===== src/rtl/mem_wb_skid_reg.sv =====
// MEM->WB stage register with a 2-entry skid buffer and registered ready.
// Optional perf counters are enabled by defining MEM_WB_PERF_CNT_EN.
module mem_wb_skid_reg #(
    parameter int DW    = 32,
    parameter int AW    = 5,
    parameter int CNT_W = 16
) (
    input  logic             clk,
    input  logic             reset,
    input  logic             flush,
    input  logic             in_valid,
    output logic             in_ready,
    input  logic [DW-1:0]    dw_in,
    input  logic [AW-1:0]    aw_in,
    input  logic             regwr_in,
    output logic             out_valid,
    input  logic             out_ready,
    output logic [DW-1:0]    dw_out,
    output logic [AW-1:0]    aw_out,
    output logic             regwr_out,
    output logic [1:0]       occupancy,
    output logic [CNT_W-1:0] stall_cnt,
    output logic [CNT_W-1:0] flush_drop_cnt
);

    typedef struct packed {
        logic [DW-1:0] data;
        logic [AW-1:0] addr;
        logic          regwr;
    } entry_t;

    typedef enum logic [1:0] {
        EMPTY = 2'd0,
        ONE   = 2'd1,
        TWO   = 2'd2
    } state_t;

    state_t state;
    state_t stateNext;
    entry_t mainQ;
    entry_t skidQ;
    entry_t inEntry;
    logic   inFire;
    logic   outFire;
    logic   loadMainIn;
    logic   loadMainSkid;
    logic   loadSkid;
    logic   clrRegwr;

    assign inEntry   = '{data: dw_in, addr: aw_in, regwr: regwr_in};
    assign in_ready  = (state != TWO);
    assign out_valid = (state != EMPTY);
    assign inFire    = in_valid & in_ready;
    assign outFire   = out_valid & out_ready;
    assign occupancy = state;
    assign dw_out    = mainQ.data;
    assign aw_out    = mainQ.addr;
    assign regwr_out = mainQ.regwr & out_valid;

    always_comb begin
        stateNext    = state;
        loadMainIn   = 1'b0;
        loadMainSkid = 1'b0;
        loadSkid     = 1'b0;
        clrRegwr     = 1'b0;
        unique case (state)
            EMPTY: begin
                if (inFire) begin
                    loadMainIn = 1'b1;
                    stateNext  = ONE;
                end
            end
            ONE: begin
                if (inFire && outFire) begin
                    loadMainIn = 1'b1;
                end else if (inFire) begin
                    loadSkid  = 1'b1;
                    stateNext = TWO;
                end else if (outFire) begin
                    stateNext = EMPTY;
                end
            end
            TWO: begin
                if (outFire) begin
                    loadMainSkid = 1'b1;
                    stateNext    = ONE;
                end
            end
            default: stateNext = EMPTY;
        endcase
        // Flush accepts and discards whatever fired this cycle.
        if (flush) begin
            stateNext    = EMPTY;
            loadMainIn   = 1'b0;
            loadMainSkid = 1'b0;
            loadSkid     = 1'b0;
            clrRegwr     = 1'b1;
        end
    end

    always_ff @(posedge clk or negedge reset) begin
        if (!reset) begin
            state <= EMPTY;
            mainQ <= '0;
            skidQ <= '0;
        end else begin
            state <= stateNext;
            if (loadMainIn) begin
                mainQ <= inEntry;
            end else if (loadMainSkid) begin
                mainQ <= skidQ;
            end else if (clrRegwr) begin
                mainQ.regwr <= 1'b0;
            end
            if (loadSkid) begin
                skidQ <= inEntry;
            end
        end
    end

`ifdef MEM_WB_PERF_CNT_EN
    localparam logic [CNT_W+1:0] CNT_MAX = {2'b00, {CNT_W{1'b1}}};

    logic [CNT_W-1:0] stallQ;
    logic [CNT_W-1:0] dropQ;
    logic [CNT_W+1:0] dropSum;

    // Never negative: out_fire implies at least one entry was held.
    assign dropSum = {2'b00, dropQ}
                   + (CNT_W+2)'(state)
                   + (CNT_W+2)'(inFire)
                   - (CNT_W+2)'(outFire);

    always_ff @(posedge clk or negedge reset) begin
        if (!reset) begin
            stallQ <= '0;
            dropQ  <= '0;
        end else begin
            if (out_valid && !out_ready && !flush && stallQ != '1) begin
                stallQ <= stallQ + 1'b1;
            end
            if (flush) begin
                dropQ <= (dropSum > CNT_MAX) ? '1 : dropSum[CNT_W-1:0];
            end
        end
    end

    assign stall_cnt      = stallQ;
    assign flush_drop_cnt = dropQ;
`else
    assign stall_cnt      = '0;
    assign flush_drop_cnt = '0;
`endif

endmodule


===== config.mk =====
export PLATFORM = sky130hd
export DESIGN_NAME = mem_wb_skid_reg
export DESIGN_NICKNAME = d
export VERILOG_FILES = /design/src/rtl/mem_wb_skid_reg.sv
export SDC_FILE = /design/constraint.sdc
export NUM_CORES = 1
export LEC_CHECK = 0
export ABC_AREA = 1
export BUFFER_PORTS_ARGS = -buffer_cell sky130_fd_sc_hd__buf_4
export CAP_MARGIN = 20
export CELL_PAD_IN_SITES_DETAIL_PLACEMENT = 1
export CELL_PAD_IN_SITES_GLOBAL_PLACEMENT = 1
export CORE_MARGIN = 4
export CORE_UTILIZATION = 40
export CTS_CLUSTER_DIAMETER = 30
export CTS_CLUSTER_SIZE = 12
export DETAILED_ROUTE_END_ITERATION = 10
export HOLD_SLACK_MARGIN = 0.05
export PLACE_DENSITY_LB_ADDON = 0.1
export REMOVE_ABC_BUFFERS = 1
export SYNTH_ARGS = -nofsm -noshare
export SYNTH_HDL_FRONTEND = slang
export SYNTH_SLANG_ARGS = --single-unit

===== constraint.sdc =====
create_clock -name clk -period 2.1 [get_ports clk]
set_input_delay 0.105 -clock clk [delete_from_list [all_inputs] [get_ports clk]]
set_output_delay 0.105 -clock clk [all_outputs]
set_load 0.005 [all_outputs]

==> reports/qor.yml, run 1 <==
outcome: "finished, final reports clean"
fin_util_pct: 50.8
synth_top_area_share_pct: 48.1
end_kind: "flip-flop"
grt.total_usage_pct: 19.6
post_cts_buffers: 0
worstPathArrival_ns: 1.84
leakagePower_nw: 2.57
slew_viol_final: 0
rsz0062_at_grt: "false"
syn_area_mm2: 0.00406
synth_area_leaders: "dfrtp_1, buf_4, nand3_1"
start_util_pct: 41.3
power_density_mw_per_mm2: 860
startpoint_type: "flip-flop"
vias: 3373
worstReg2RegEnd: "dw_out[15]$_DFFE_PN0P_"
crit_required_ns: 2.31
cts_buffer_depth: 2
worst_skew_pair.late_latency_ns: 0.34
via_per_inst: 4.92
cts-buffers-inserted: 9
grt_pass1_wl_um: 18200
wl_per_cell_um: 16.0
max_freq_mhz: 616
path_max_fanout: 26
min-delay-path-class: "in2reg"
htree_levels: 3
drc: 0
grt_max_degree: 77
drt.antenna.violating_nets: 0
ys_types: 20
nets: 592
setup-tns-final_ns: 0
yosysTopAreaCell: "dfrtp_1"
antenna_cells: 0
setup_viol: 0
area_growth_pct: 23.1
coreArea_mm2: 0.00982
slew_headroom_pct: 54.4
die-area_mm2: 0.0118
drtIter0Drc: 128
ys_seq_area_share_pct: 48.1
ys_warn_count: 0
r2r_slack_ns: 0.48
cap_viol_max_count: 0
hold_viol: 0
synth_cells: 476
tightest_slew_ns: 0.685
fp.dieW_um: 109
die_y_um: 109
cts_root_buf: "clkbuf_8"
grt_antenna_before_repair: 0
drive_above_1_share_pct: 21.2
ys_seq_elements: 78
grt_pass1_vias: 3594
finClkSkew_ns: 0.0108
peakVddDrop_mv: 0.380
syn_area_per_cell_um2: 8.52
io_pins: 117
hold_path_startpoint: "regwr_in"
holdPathStages: 3
crit_type: "reg2reg"
holdBufCountCts: 38
overflow: 0
fp-row-count: 36
r2r_start: "occupancy[1]$_DFFE_PN0P_"
cts_resized: 0
rr_worst_depth: 5
cts_tree: "yes"
whs_endpoint: "skidQ[0]$_DFFE_PN0P_"
io_buffers: 84
place_congestion: 0.736
cts.sinks: 78
routed_wl_um: 11000
layout_worst_path_cycle_share_pct: 77.4
first_pass_iters: 4
hpwl_um: 6920
power_mw: 4.29
period_minus_slack_ns: 1.62
clk_pin_slew_ns: 0.07
[how the worst max path moves through the flow]
stage | startpoint | to | slack, ns | cells after the start
global placement | occupancy[0]$_DFFE_PN0P_ | skidQ[1]$_DFFE_PN0P_ | 0.53 | 3
finish | occupancy[1]$_DFFE_PN0P_ | dw_out[15]$_DFFE_PN0P_ | 0.48 | 5
detailed placement | occupancy[0]$_DFFE_PN0P_ | skidQ[27]$_DFFE_PN0P_ | 0.47 | 3
global route | occupancy[0]$_DFFE_PN0P_ | skidQ[27]$_DFFE_PN0P_ | 0.30 | 3
CTS | occupancy[1]$_DFFE_PN0P_ | aw_out[2]$_DFFE_PN0P_ | 0.47 | 5
floorplan | occupancy[1]$_DFFE_PN0P_ | skidQ[0]$_DFFE_PN0P_ | -0.40 | 3
[power breakdown]
part,internal [mW],switching (mW),leakage (nW)
logic,0.463,0.432,1.47
clock network,0.778,0.539,0.108
registers,1.86,0.220,0.983
total,3.10,1.19,2.57
[sequential cells by signal, indices dropped and copies added (netlist names)]
register   cells
mainQ          1
occupancy      2
aw_out         5
dw_out        32
skidQ         38
[synthesized netlist by cell type (all sizes together)]
cell type  count
inv           46
dfrtp         78
nand3         78
buf           91
o21ai         40
clkbuf        10
nand4         40
or2            1
conb           1
a21oi          1
nand2         83
nor2           7
[worst max-delay path, cell delays in order, from the launching register on]
cell	delay (ns)
dfrtp_1	0.47
nor2_4	0.22
nand3_2	0.34
buf_12	0.31
nand3_1	0.08
nand3_1	0.08
[layout make-up]
cell class | count | area [um^2]
Fill cell | 1225 | 4830
Multi-Input combinational cell | 282 | 1350
Timing Repair Buffer | 132 | 1120
Clock inverter | 4 | 97.6
Inverter | 46 | 173
Sequential cell | 78 | 1950
Tap cell | 133 | 166
Clock buffer | 10 | 128
[cells in the final DEF (no fill, tap or decap)]
cell type / instances
dfrtp_1: 78
o21ai_0: 34
nand2_1: 82
conb_1: 32
buf_12: 3
a21oi_1: 1
clkbuf_1: 1
nor2_1: 5
nand3_2: 2
nand2_2: 1
nand4_4: 1
inv_2: 3
clkinvlp_4: 1
nand3_1: 76
or2_2: 1
clkbuf_8: 9
inv_1: 43
buf_4: 91
bufinv_16: 3
o21ai_1: 6
dlygate4sd3_1: 38
nor2_4: 2
nand4_1: 39
[metal layers]
layer	share of wire (%)	global-route usage (%)	vias to the layer above
met4	0.96	6.13	0
met5	0	0	-
met1	43	25.3	1666
met3	5.3	2.78	9
li1	-	-	1604
met2	51	34.0	94
[cell families after synthesis]
| family | share of synthesized area (%) |
|---|---|
| compound gates | 5.06 |
| buf+inv | 21.8 |
| flops | 48.1 |
| other cells | 0.0924 |
| simple gates | 24.9 |
[per-stage QoR]
stage	cells	cell area (um^2)	hold slack [ns]	worst slack (ns)
3_3_place_gp	633	4390	0.0396	0.534
4_1_cts	685	4990	0.0664	0.468
2_1_floorplan	406	3460	-0.191	-0.403
6_report	685	4990	0.0803	0.475
3_5_place_dp	633	4390	0.0404	0.474
5_1_grt	685	4990	0.0863	0.303
(Power assumes the default switching activity.)
==> run 2, diff against run 1 <==
--- a/config.mk
+++ b/config.mk
@@ -11,7 +11,7 @@
 export CELL_PAD_IN_SITES_DETAIL_PLACEMENT = 1
 export CELL_PAD_IN_SITES_GLOBAL_PLACEMENT = 1
 export CORE_MARGIN = 4
-export CORE_UTILIZATION = 40
+export CORE_UTILIZATION = 34
 export CTS_CLUSTER_DIAMETER = 30
 export CTS_CLUSTER_SIZE = 12
 export DETAILED_ROUTE_END_ITERATION = 10
==> constraint.sdc (replaced) <==
create_clock -name clk -period 1.4 [get_ports clk]
set_input_delay 0.07 -clock clk [delete_from_list [all_inputs] [get_ports clk]]
set_output_delay 0.07 -clock clk [all_outputs]
set_load 0.005 [all_outputs]
==> run 2 against run 1 <==
Compared with the run above: clock power up 80%; largest power group unchanged; critical path type unchanged; register-to-register slack worse by 0.39 ns; sequential cell count unchanged; combinational power is 54% higher; global-route usage down 2.6 points; critical endpoint is now skidQ[20]$_DFFE_PN0P_.
==> reports/qor.yml, run 2 (synthesis results as in run 1) <==
outcome: "finished, final reports clean"
setup_viol: 0  # unchanged
grt_max_degree: 77  # unchanged
post_cts_buffers: 0  # unchanged
io_buffers: 84  # unchanged
fp-row-count: 39  # +8.3%
crit_type: "reg2reg"
seq_area_mm2: 0.00195  # +0.13%
fp.dieW_um: 117  # +7.8%
crit_required_ns: 1.61  # -0.70 ns
fill_cells: 1362  # +11%
cts.sinks: 78  # unchanged
slew_viol_final: 0  # unchanged
final_common_cell: "buf_4"
die-area_mm2: 0.0137  # +16%
area_growth_pct: 27.7
drc: 0  # unchanged
multi_input_area_mm2: 0.00135  # unchanged
rsz0062_at_grt: "true"
htree_levels: 3  # unchanged
place_congestion: 0.726  # -1.4%
first_pass_iters: 4  # unchanged
startpoint_type: "flip-flop"
layout_worst_path_cycle_share_pct: 94.2  # +17 points
worstPathArrival_ns: 1.53  # -0.31 ns
fin_util_pct: 44.8  # -6.0 points
max_freq_mhz: 759  # +23%
routed_wl_um: 11000  # +0.67%
power_density_mw_per_mm2: 1330  # +54%
worst_skew_pair.late_latency_ns: 0.34  # about the same
cap_viol_max_count: 0  # unchanged
peakVddDrop_mv: 0.726  # +91%
vias: 3360  # -0.39%
finalWorstSetupSlack_ns: 0.0819  # -0.393 ns
io_pins: 117  # unchanged
clk_pin_slew_ns: 0.06  # about the same
overflow: 0  # unchanged
rr_worst_depth: 5  # unchanged
nets: 603  # +1.9%
min-delay-path-class: "in2reg"
via_per_inst: 4.75  # -3.6%
coreArea_mm2: 0.0116  # +18%
largest_register_ffs: 38  # unchanged
drive_above_1_share_pct: 23.2  # +2.0 points
grt_pass1_vias: 3442  # -4.2%
final_cell_mix: "buf_4, nand2_1, nand3_1, dfrtp_1, inv_1"
holdPathStages: 4  # +1
grt_antenna_before_repair: 0  # unchanged
drtIter0Drc: 173  # +35%
die_y_um: 117  # +7.8%
top_register: "skidQ"
period_minus_slack_ns: 1.32  # -0.307 ns
path_max_fanout: 76  # +190%
finClkSkew_ns: 0.00668  # -0.00415 ns
cts_tree: "yes"
end_kind: "flip-flop"
antenna_cells: 0  # unchanged
wl_per_cell_um: 15.6  # -2.6%
cts-buffers-inserted: 9  # unchanged
start_util_pct: 35.1  # -6.2 points
cts_root_buf: "clkbuf_16"
leakagePower_nw: 2.66  # +3.5%
grt.total_usage_pct: 17.0  # -2.6 points
grt_pass1_wl_um: 18200  # +0.19%
hpwl_um: 7450  # +7.5%
dp_slack_ns: 0.0441  # -0.430 ns
hold_viol: 0  # unchanged
drt.antenna.violating_nets: 0  # unchanged
cts_buffer_depth: 2  # unchanged
==> run 2: through the flow <==
stage	std cells	setup TNS (ns)	total power, mW	cell area [um^2]	hold slack [ns]
finish	708	0	6.87	5180	0.0830
global route	708	-0.0927	7.34	5180	0.103
CTS	708	0	6.97	5180	0.0731
detailed placement	652	0	4.47	4480	0.0168
global placement	652	0	4.40	4480	0.00987
floorplan	406	-83.76	3.66	3460	-0.226
==> run 2: worst max-delay path, stage by stage, from the launching register on <==
cell and delay (ns):
dfrtp_2 0.46, nor2_4 0.17, nand4_4 0.12, buf_12 0.22
nand2_1 0.10, o21ai_0 0.08
==> run 2: repair_timing <==
| item | in CTS | in global routing |
|---|---|---|
| hold endpoints to repair | 154 | 0 |
| resized for setup | 0 | 3 |
| hold buffers | 40 | 0 |
| endpoints found under the setup margin | 0 | 69 |
==> run 2: layout make-up <==
cell class / instances / area share, %
tap: 143 / 3.45
inverter: 46 / 3.33
clock buffer: 9 / 4.35
timing repair buffer: 143 / 23.6
sequential: 78 / 37.7
multi-input combinational: 282 / 26.1
clock inverter: 7 / 1.42
==> run 2: where the power goes <==
part | internal, mW | total, mW | switching, mW
Combinational | 0.722 | 1.38 | 0.658
Clock | 1.39 | 2.38 | 0.992
Sequential | 2.80 | 3.11 | 0.312
Total | 4.91 | 6.87 | 1.96
==> run 2: routing by layer <==
layer	vias to the layer above	track usage [%]	share of wire [%]
met4	0	4.82	0.87
li1	1638	-	-
met2	78	26.3	47
met3	8	3.39	4.5
met1	1636	24.1	48
met5	-	0	0
==> run 2: worst paths after layout <==
path | start | endpoint | slack, ns
max reg2reg | occupancy[1]$_DFFE_PN0P_ | skidQ[20]$_DFFE_PN0P_ | 0.08
min | in_valid | occupancy[0]$_DFFE_PN0P_ | 0.08
max in group asynchronous | reset | skidQ[24]$_DFFE_PN0P_ | 0.67
min in group asynchronous | reset | occupancy[0]$_DFFE_PN0P_ | 0.19
min reg2reg | skidQ[4]$_DFFE_PN0P_ | skidQ[4]$_DFFE_PN0P_ | 0.49
max | occupancy[1]$_DFFE_PN0P_ | skidQ[20]$_DFFE_PN0P_ | 0.08
